<file path="src/rtl/dac_frame_sequencer_4ch.sv">
// Frame sequencer for a 4-channel DAC SPI driver.
// Channel-tagged samples are collected into a staging bank. On each frame tick,
// a complete frame is committed atomically to four held output words.
module dac_frame_sequencer_4ch #(
    parameter int TICK_DIV  = 1000,
    parameter bit SIGNED_IN = 1'b1
) (
    input  logic        clk100mhz,
    input  logic        rst,
    input  logic        i_enable,
    input  logic [15:0] i_sample,
    input  logic [1:0]  i_channel,
    input  logic        i_last,
    input  logic        i_valid,
    output logic        o_ready,
    output logic [15:0] o_data_ch0,
    output logic [15:0] o_data_ch1,
    output logic [15:0] o_data_ch2,
    output logic [15:0] o_data_ch3,
    output logic        o_ce,
    output logic        o_frame_commit,
    output logic        o_underrun,
    input  logic        i_clear_underrun,
    output logic [15:0] o_frame_count
);

    localparam logic [15:0] TICK_LAST = 16'(TICK_DIV - 1);
    localparam logic [15:0] MIDSCALE  = 16'h8000;

    typedef enum logic {FILL, PENDING} state_t;

    state_t            state_reg, state_next;
    logic [15:0]       tick_cnt_reg, tick_cnt_next;
    logic              tick;
    logic              run_reg;
    logic [3:0][15:0]  stage_reg;
    logic [3:0][15:0]  data_reg;
    logic [3:0][15:0]  merged;
    logic [15:0]       conv_sample;
    logic              accept, last_beat, commit, underrun_set;
    logic              ce_reg, ce_next;
    logic              underrun_reg, underrun_next;
    logic              commit_reg;
    logic [15:0]       count_reg;

    assign conv_sample = SIGNED_IN ? {~i_sample[15], i_sample[14:0]} : i_sample;
    assign o_ready     = run_reg && (state_reg == FILL);
    assign accept      = i_valid && o_ready;
    assign last_beat   = accept && i_last;

    // Staging contents as they would look after this cycle's beat; a commit
    // in the same cycle as the final beat therefore includes that beat.
    generate
        for (genvar gi = 0; gi < 4; gi++) begin : g_merge
            assign merged[gi] = (accept && (i_channel == 2'(gi))) ? conv_sample : stage_reg[gi];
        end
    endgenerate

    // Frame-rate tick: free-runs while enabled, held at zero otherwise.
    always_comb begin
        tick          = i_enable && (tick_cnt_reg == TICK_LAST);
        tick_cnt_next = (!i_enable || tick) ? 16'd0 : tick_cnt_reg + 16'd1;
    end

    // Next-state logic: decides commits, late-frame events and FILL/PENDING.
    always_comb begin
        state_next   = state_reg;
        commit       = 1'b0;
        underrun_set = 1'b0;
        case (state_reg)
            FILL: begin
                if (last_beat) begin
                    if (tick) commit = 1'b1;
                    else      state_next = PENDING;
                end else if (tick && ce_reg) begin
                    underrun_set = 1'b1;
                end
            end
            PENDING: begin
                if (tick) begin
                    commit     = 1'b1;
                    state_next = FILL;
                end
            end
            default: state_next = FILL;
        endcase
    end

    // Enable and sticky-flag next values; a set beats a same-cycle clear.
    always_comb begin
        ce_next       = commit ? 1'b1 : (i_enable ? ce_reg : 1'b0);
        underrun_next = underrun_set ? 1'b1 : (i_clear_underrun ? 1'b0 : underrun_reg);
    end

    // State, counters and flags.
    always_ff @(posedge clk100mhz) begin
        if (rst) begin
            state_reg    <= FILL;
            tick_cnt_reg <= 16'd0;
            run_reg      <= 1'b0;
            ce_reg       <= 1'b0;
            underrun_reg <= 1'b0;
            commit_reg   <= 1'b0;
            count_reg    <= 16'd0;
        end else begin
            state_reg    <= state_next;
            tick_cnt_reg <= tick_cnt_next;
            run_reg      <= 1'b1;
            ce_reg       <= ce_next;
            underrun_reg <= underrun_next;
            commit_reg   <= commit;
            if (commit) count_reg <= count_reg + 16'd1;
        end
    end

    // Staging bank and held output words; all four outputs move together.
    always_ff @(posedge clk100mhz) begin
        for (int i = 0; i < 4; i++) begin
            if (rst) begin
                stage_reg[i] <= MIDSCALE;
                data_reg[i]  <= MIDSCALE;
            end else begin
                stage_reg[i] <= merged[i];
                if (commit) data_reg[i] <= merged[i];
            end
        end
    end

    assign o_data_ch0     = data_reg[0];
    assign o_data_ch1     = data_reg[1];
    assign o_data_ch2     = data_reg[2];
    assign o_data_ch3     = data_reg[3];
    assign o_ce           = ce_reg;
    assign o_underrun     = underrun_reg;
    assign o_frame_commit = commit_reg;
    assign o_frame_count  = count_reg;

endmodule

</file>
<file path="config.mk">
export PLATFORM = sky130hd
export DESIGN_NAME = dac_frame_sequencer_4ch
export DESIGN_NICKNAME = d
export VERILOG_FILES = /design/src/rtl/dac_frame_sequencer_4ch.sv
export SDC_FILE = /design/constraint.sdc
export NUM_CORES = 1
export LEC_CHECK = 0
export CORE_ASPECT_RATIO = 1.2
export CORE_MARGIN = 1.5
export CORE_UTILIZATION = 50
export DETAILED_ROUTE_END_ITERATION = 7
export PLACE_DENSITY = 0.77
export SYNTH_ARGS = -nofsm -noshare
export SYNTH_HDL_FRONTEND = slang
export SYNTH_SLANG_ARGS = --single-unit
</file>
<file path="constraint.sdc">
create_clock -name clk100mhz -period 3.25 [get_ports clk100mhz]
set_clock_uncertainty 0.2 [all_clocks]
set_input_delay 0.65 -clock clk100mhz [delete_from_list [all_inputs] [get_ports clk100mhz]]
set_output_delay 0.65 -clock clk100mhz [all_outputs]
set_load 0.02 [all_outputs]
</file>
======== Word-level counts from Yosys, hierarchy flattened ========
Index checks and enable logic that the tools add are counted.
word-level totals
  flip-flop bits (word level) ............. 165
  input bits .............................. 24
  output and inout bits ................... 84
cells by class
  $add $sub $neg .......................... 2
  eq/ne operators ......................... 5
  mux-type cells .......................... 18
  bitwise logic cells ..................... 2
  reduce and logical (&&, ||, !) cells .... 14
operators by type and width
  kind                                                               number
  16-bit 2-to-1 mux                                                  4
  16-bit by 1-bit adder with 16-bit output, second input constant    2
  16-bit by 10-bit == test with 1-bit output, second input constant  1
  1-bit 2-to-1 mux                                                   12
  1-bit logical AND                                                  9
  2-bit == test, second input constant                               2
  1-bit case mux with 2 select lines                                 2
  2-bit by 1-bit == test with 1-bit output, second input constant    1
  2-bit zero test                                                    1
  2-bit by 1-bit != test with 1-bit output, second input constant    1
  1-bit NOT                                                          2
  2-bit nonzero test                                                 1
  2-bit OR reduction                                                 1
  1-bit zero test                                                    1
  1-bit logical OR                                                   1

======== Logic depth before layout (Yosys ltp) ========
Gate-level depths: netlist of the first run.
  depth after elaboration ................. 7
  gate-level depth with buffers ........... 7
  mapped depth without buffers ............ 5

======== Worst setup path after synthesis of the first run ========
OpenSTA, ideal clock, no wires.
  path type ............................... register to register
  from .................................... reg tick_cnt_reg[3]
  to ...................................... reg count_reg[10] (netlist: o_frame_count[10])
  arrival time ............................ 2.174 ns
  data required time ...................... 2.980 ns
  slack ................................... 0.806 ns
  stages on the path, launching flop included .. 6
  path buffers ............................ 1
  period minus slack after synthesis ...... 2.444 ns
  cells stage by stage .................... dfxtp_1 > or4b_1 > or4_4 > buf_6 > or4_1 > a21oi_1
on the way
  word-level cells in the longest chain between the ends .. 5
RTL lines
  element                                         RTL line  RTL
  from (decl)                                     33        logic [15:0] tick_cnt_reg, tick_cnt_next;
  from (signal assigned)                          107       tick_cnt_reg <= tick_cnt_next;
  16-bit by 10-bit == test with 1-bit output (*)  61        tick = i_enable && (tick_cnt_reg == TICK_LAST);
  1-bit logical AND (*)                           61
  1-bit 2-to-1 mux (*)                            73, 80
  1-bit 2-to-1 mux                                72        if (last_beat) begin
  1-bit case mux with 2 select lines (*)          70        case (state_reg)
  to (signal assigned)                            112       if (commit) count_reg <= count_reg + 16'd1;
  to (decl)                                       44        logic [15:0] count_reg;
Mark *: on every way between the ends. The rest lies on a longest branch, timed or not.
A chain may end at the register's enable or synchronous reset.

======== Final worst setup path of the first run ========
  from .................................... reg run_reg
  to ...................................... out o_ready
on the way
  word-level cells in the longest chain between the ends .. 1
RTL lines
  element                 RTL line  RTL
  from (decl)             35        logic run_reg;
  from (signal assigned)  100       run_reg <= 1'b0;
  from (signal assigned)  108       run_reg <= 1'b1;
  1-bit logical AND       47        assign o_ready = run_reg && (state_reg == FILL);
  to (decl)               15        output logic o_ready,
No other way between the ends.

==> results.txt, run 1 <==
Status: completed
Worst-path maximum fanout: 5
Post-synth top flop: dfxtp_1
Initial Util: 51.0%
Fin. max-slew vios: 0
Cell taking the most area after synthesis: dfxtp_1
CTS tree: done
Wire length of the first global-routing pass: 24400 microns
Cell with the most instances after synthesis: dfxtp_1
Core footprint: 12000 sq um
Post-CTS setup buffer count: 0
Top post-synthesis cells by count: dfxtp_1 (165), nor2_1 (82), a21oi_1 (76), mux2i_1 (65), a211oi_1 (60)
Crit Path Class: reg2out
Final-report hold violation count: 0
Crit path required time: 2.40 ns
# clock sinks: 165
Syn nets: 649
Share of layout cells above drive strength 1: 6.51%
Vias in the first global route: 4828
Final ANT Viol Nets: 0
Total global routing overflow: 0
Post-Route WL: 15400 microns
Leak pwr: 2.78 nW
Worst skew pair latency: 0.41 ns
Wire per inst: 17.4 microns
Row Count: 44
Element type at the critical path end: output port
Max FFs per register: 64
DRT iter0 DRCs: 237
Total GRT Usage: 23.6%
Final GP Congestion: 0.784
Max-Cap Viols: 0
Warnings from Yosys: 0
Root Buffer: clkbuf_16
Worst Path Buf+Inv: 1
DR pass1 iterations: 5
Die Wd: 104 microns
Final Cell Area: 7920 sq um
Hold Buf Count CTS: 0
CTS Buf Count: 17
Fmax: 375 MHz
Clk slew on worst S/H paths: 0.06 ns
DIE HEIGHT: 124 microns
Drt drc: 0
Synthesis-to-layout area growth: 29.4%
Slowest CP cell: clkdlybuf4s50_1
Least-Margin Pin Slew: 0.494 ns
Die area: 12900 sq um
Via density: 5.73
Number of port buffers: 107
Routed vias: 5064
CTS max path bufs: 2
Asr flop ratio synth: 0%
Final setup fails: 0
Antenna violations before repair: 0
Critical Path AT: 1.82 ns
DP HPWL: 9810 microns
Worst hold path type: reg2reg
Cell area after synthesis: 6130 sq um
CP delay by family, top: buffers and inverters
Num ports: 108
Tmin final: 2.67 ns
Power density over the cells: 529 nW/um^2
Post-cts sizing count: 0
Synth unique cells: 42
Rel. slew slack: 66.8%
Tcrit/Tclk final: 82.1%
RSZ-0062 raised after global routing: no
Setup crit start kind: flop
Area of placed instances: 7340 sq um
Top cells by area, synth: dfxtp_1 (54%), mux2i_1 (11%), a211oi_1 (7.4%)
Final total negative setup slack: 0 ns
Final net count: 736
Crit-path cells: nor2b_1 > clkdlybuf4s50_1
Peak supply drop: 0.380 mV
Max incr delay on CP: 0.69 ns
Post-Syn Instances: 623
Largest net degree at the start of global routing: 102
N_diodes: 0
Seq cells post-synth: 165
Synth Area per Inst: 9.83 sq um
Hold slack final: 0.277 ns
Post-synth top area share: 53.9%
Number of synthesized flops with an enable pin: 0
Sequential area share after synthesis: 53.9%
Max H-tree Level: 4
layout by cell type (no fill, tap or decap), types with 2 or more instances in the layout:
master | Yosys | routed
bufinv_16 | 0 | 2
or4_1 | 13 | 13
xor2_1 | 2 | 2
and3_1 | 4 | 4
or3_1 | 4 | 4
buf_4 | 0 | 6
and4_1 | 2 | 2
o21ai_0 | 4 | 4
nor4_1 | 4 | 3
a21oi_1 | 76 | 76
clkbuf_8 | 0 | 2
clkinv_2 | 0 | 2
a211oi_1 | 60 | 60
inv_6 | 0 | 2
a22oi_1 | 4 | 4
a31o_2 | 2 | 2
nand3_1 | 14 | 14
nor2b_1 | 2 | 2
xnor2_1 | 10 | 10
ha_1 | 2 | 2
nand4_1 | 6 | 6
nand2_1 | 15 | 15
dfxtp_1 | 165 | 165
clkdlybuf4s50_1 | 0 | 106
clkbuf_16 | 0 | 17
inv_1 | 7 | 7
o31ai_1 | 11 | 11
nor2_1 | 82 | 81
clkinvlp_4 | 0 | 4
buf_12 | 0 | 4
mux2i_1 | 65 | 65
nor3_1 | 5 | 5
nand4b_1 | 2 | 2
layer usage:
metal	share of wire, %	GRT usage (%)	up-vias
li1	-	-	2440
met1	44	30.2	2463
met2	50	38.6	136
met3	3.7	5.02	25
met4	2.7	9.89	0
met5	0	0	-
logic make-up (layout without fill, tap and decap cells):
kind of cell	Yosys count	in the layout	synth area share, %
flops	165	165	53.9
compound gates	162	162	16.7
simple gates	162	162	12.9
mux	65	65	10.6
buf+inv	55	154	3.72
xor+xnor	12	12	1.72
fa+ha+maj	2	2	0.408
layout make-up:
type / instances / area [sq um]
Fill cell: 982 / 4080
Sequential cell: 165 / 3300
Multi-Input combinational cell: 403 / 2620
Timing Repair Buffer: 116 / 1190
Clock buffer: 20 / 457
Tap cell: 161 / 201
Clock inverter: 11 / 126
Inverter: 7 / 26.3
tightest hold or removal path, delay by kind of cell (launching register included):
family | cells | cell delay (ns)
multiplexers | 1 | 0.08
flip-flops | 1 | 0.30
AND/OR/NAND/NOR | 1 | 0.07
worst paths after layout:
kind / startpoint / to / slack [ns] / cells past startpoint
max reg2reg: tick_cnt_reg[3]$_SDFF_PP0_ / o_data_ch1[15]$_SDFFE_PP1P_ / 0.60 / 4
max: run_reg$_DFF_P_ / o_ready / 0.58 / 2
min reg2reg: stage_reg[15]$_SDFF_PP1_ / stage_reg[15]$_SDFF_PP1_ / 0.28 / 2
min: stage_reg[15]$_SDFF_PP1_ / stage_reg[15]$_SDFF_PP1_ / 0.28 / 2
metrics by stage:
stage / worst slack [ns] / util [%] / total power, mW / cells
floorplan: 0.806 / - / 2.19 / 623
global placement: 0.387 / 61.2 / 2.27 / 852
detailed placement: 0.249 / 61.2 / 2.28 / 852
CTS: 0.559 / 66.0 / 4.21 / 883
global route: 0.435 / 66.0 / 4.31 / 883
finish: 0.582 / 66.0 / 4.20 / 883
report_power, final:
group / switching, mW / internal, mW
Clock: 0.790 / 1.17
Sequential: 0.00685 / 2.04
Combinational: 0.120 / 0.0657
(Power assumes the default switching activity.)
==> inputs of run 2 (changes only) <==
==> constraint.sdc (replaced) <==
create_clock -name clk100mhz -period 2.7 [get_ports clk100mhz]
set_clock_uncertainty 0.2 [all_clocks]
set_input_delay 0.54 -clock clk100mhz [delete_from_list [all_inputs] [get_ports clk100mhz]]
set_output_delay 0.54 -clock clk100mhz [all_outputs]
set_load 0.02 [all_outputs]
==> run 2 against run 1 <==
- design area increased by 1.2%
- setup slack got worse by 0.49 ns
- sequential share of layout area decreased by 0.48 points
- final cell count increased by 0.57%
- highest routed layer unchanged
==> results.txt, run 2 (synthesis gave the netlist of run 1 again) <==
Status: completed
Synthesis-to-layout area growth: 30.8%
CTS tree: done
CTS Buf Count: 17
Final-report hold violation count: 0
DRT iter0 DRCs: 277
WP depth: 4
Die Wd: 104 microns
# clock sinks: 165
Die area: 12900 sq um
Rel. slew slack: 66.2%
Fmax: 383 MHz
DP HPWL: 9890 microns
Worst Path Buf+Inv: 0
Post-Route WL: 15700 microns
Root Buffer: clkbuf_16
Critical Path AT: 2.74 ns
Leak pwr: 2.83 nW
Worst-path maximum fanout: 27
Number of port buffers: 107
DIE HEIGHT: 124 microns
Antenna violations before repair: 0
Crit path required time: 2.83 ns
Worst slack, placed: -0.115 ns
Initial Util: 51.0%
Crit Path Class: reg2reg
Placed Cells: 856
Total GRT Usage: 24.3%
Peak supply drop: 0.442 mV
Commonest non-fill, non-tap cell in the layout: dfxtp_1
Core footprint: 12000 sq um
R2R cell count: 4
Row Count: 44
Hold Buf Count CTS: 0
Vias in the first global route: 4844
Tcrit/Tclk final: 96.6%
Element type at the critical path end: flop
Final GP Congestion: 0.761
Final net count: 740
Final setup margin: 0.0912 ns
Crit-path cells: or4b_1 > or4_4 > or4_1 > a21oi_1
Largest net degree at the start of global routing: 111
Max H-tree Level: 4
Drt drc: 0
Max incr delay on CP: 0.66 ns
Tmin final: 2.61 ns
Finished Layout Cells: 888
Post-cts sizing count: 0
Max-Cap Viols: 0
Post-CTS setup buffer count: 0
Worst hold path type: reg2reg
Share of layout cells above drive strength 1: 7.43%
RSZ-0062 raised after global routing: no
Via density: 5.73
Routed vias: 5088
Power density over the cells: 638 nW/um^2
Slowest CP cell: or4_4
Max FFs per register: 64
N_diodes: 0
Clk slew on worst S/H paths: 0.06 ns
Total global routing overflow: 0
Wire per inst: 17.7 microns
Num ports: 108
Wire length of the first global-routing pass: 25000 microns
Least-Margin Pin Slew: 0.504 ns
Worst Hold Path Cells: 2
Worst skew pair latency: 0.41 ns
Final ANT Viol Nets: 0
DR pass1 iterations: 5
Highest-count cells in the layout ignoring fill and taps: dfxtp_1 (165), clkdlybuf4s50_1 (106), nor2_1 (81)
Setup crit start kind: flop
CTS max path bufs: 2
CP delay by family, top: simple AND/OR/NAND/NOR gates
Fin. max-slew vios: 0
Final setup fails: 0
-- run 2: stage by stage --
stage / hold slack [ns] / total power [mW] / util [%] / instance area (sq um) / TNS [ns]
after floorplan: 0.239 / 2.64 / - / 6130 / 0
after global placement: 0.258 / 2.74 / 61.7 / 7410 / -0.0930
after detailed placement: 0.261 / 2.74 / 61.7 / 7410 / -3.27
after CTS: 0.272 / 5.14 / 66.7 / 8010 / 0
after global routing: 0.290 / 5.27 / 66.8 / 8020 / 0
final: 0.270 / 5.12 / 66.8 / 8020 / 0
-- run 2: metal layers --
metal / GRT usage [%] / share of wire, % / vias up
met5: 0 / 0 / -
met4: 10.3 / 2.4 / 0
met3: 5.23 / 4.3 / 26
met2: 40.1 / 50 / 141
met1: 30.6 / 43 / 2486
li1: - / - / 2435
-- run 2: worst reg2reg max path, delay by kind of cell, from the launching register on --
kind	cells	cell delay (ns)
AOI/OAI and AO/OA	1	0.18
DFF	1	0.34
and+or+nand+nor	3	1.81
-- run 2: final timing paths --
| path | endpoint | slack [ns] | from |
|---|---|---|---|
| worst min register to register | o_underrun$_SDFFE_PP0P_ | 0.27 | o_underrun$_SDFFE_PP0P_ |
| worst min-delay path | o_underrun$_SDFFE_PP0P_ | 0.27 | o_underrun$_SDFFE_PP0P_ |
| worst max-delay path | o_frame_count[9]$_SDFFE_PP0P_ | 0.09 | tick_cnt_reg[3]$_SDFF_PP0_ |
| worst max register to register | o_frame_count[9]$_SDFFE_PP0P_ | 0.09 | tick_cnt_reg[3]$_SDFF_PP0_ |
-- run 2: power by group --
part | leakage [nW] | total, mW | switching, mW | internal, mW
Sequential | 1.33 | 2.47 | 0.00853 | 2.46
Combinational | 1.20 | 0.228 | 0.146 | 0.0823
Clock | 0.295 | 2.42 | 0.991 | 1.43
Total | 2.83 | 5.12 | 1.14 | 3.97
-- run 2: cell type report --
type | count | area (sq um)
fill | 975 | 3990
sequential | 165 | 3300
multi-input combinational | 403 | 2630
timing repair buffer | 120 | 1250
clock buffer | 20 | 457
tap | 161 | 201
clock inverter | 12 | 144
inverter | 7 | 26.3
==> inputs of run 3 (changes only) <==
--- a/config.mk
+++ b/config.mk
@@ -8,6 +8,7 @@
 export CORE_ASPECT_RATIO = 1.2
 export CORE_MARGIN = 1.5
 export CORE_UTILIZATION = 50
+export CTS_CLUSTER_DIAMETER = 150
 export DETAILED_ROUTE_END_ITERATION = 7
 export PLACE_DENSITY = 0.77
 export SYNTH_ARGS = -nofsm -noshare
==> results of run 3 <==
Same layout as run 2: the final DEF is identical, and so are final timing and power.
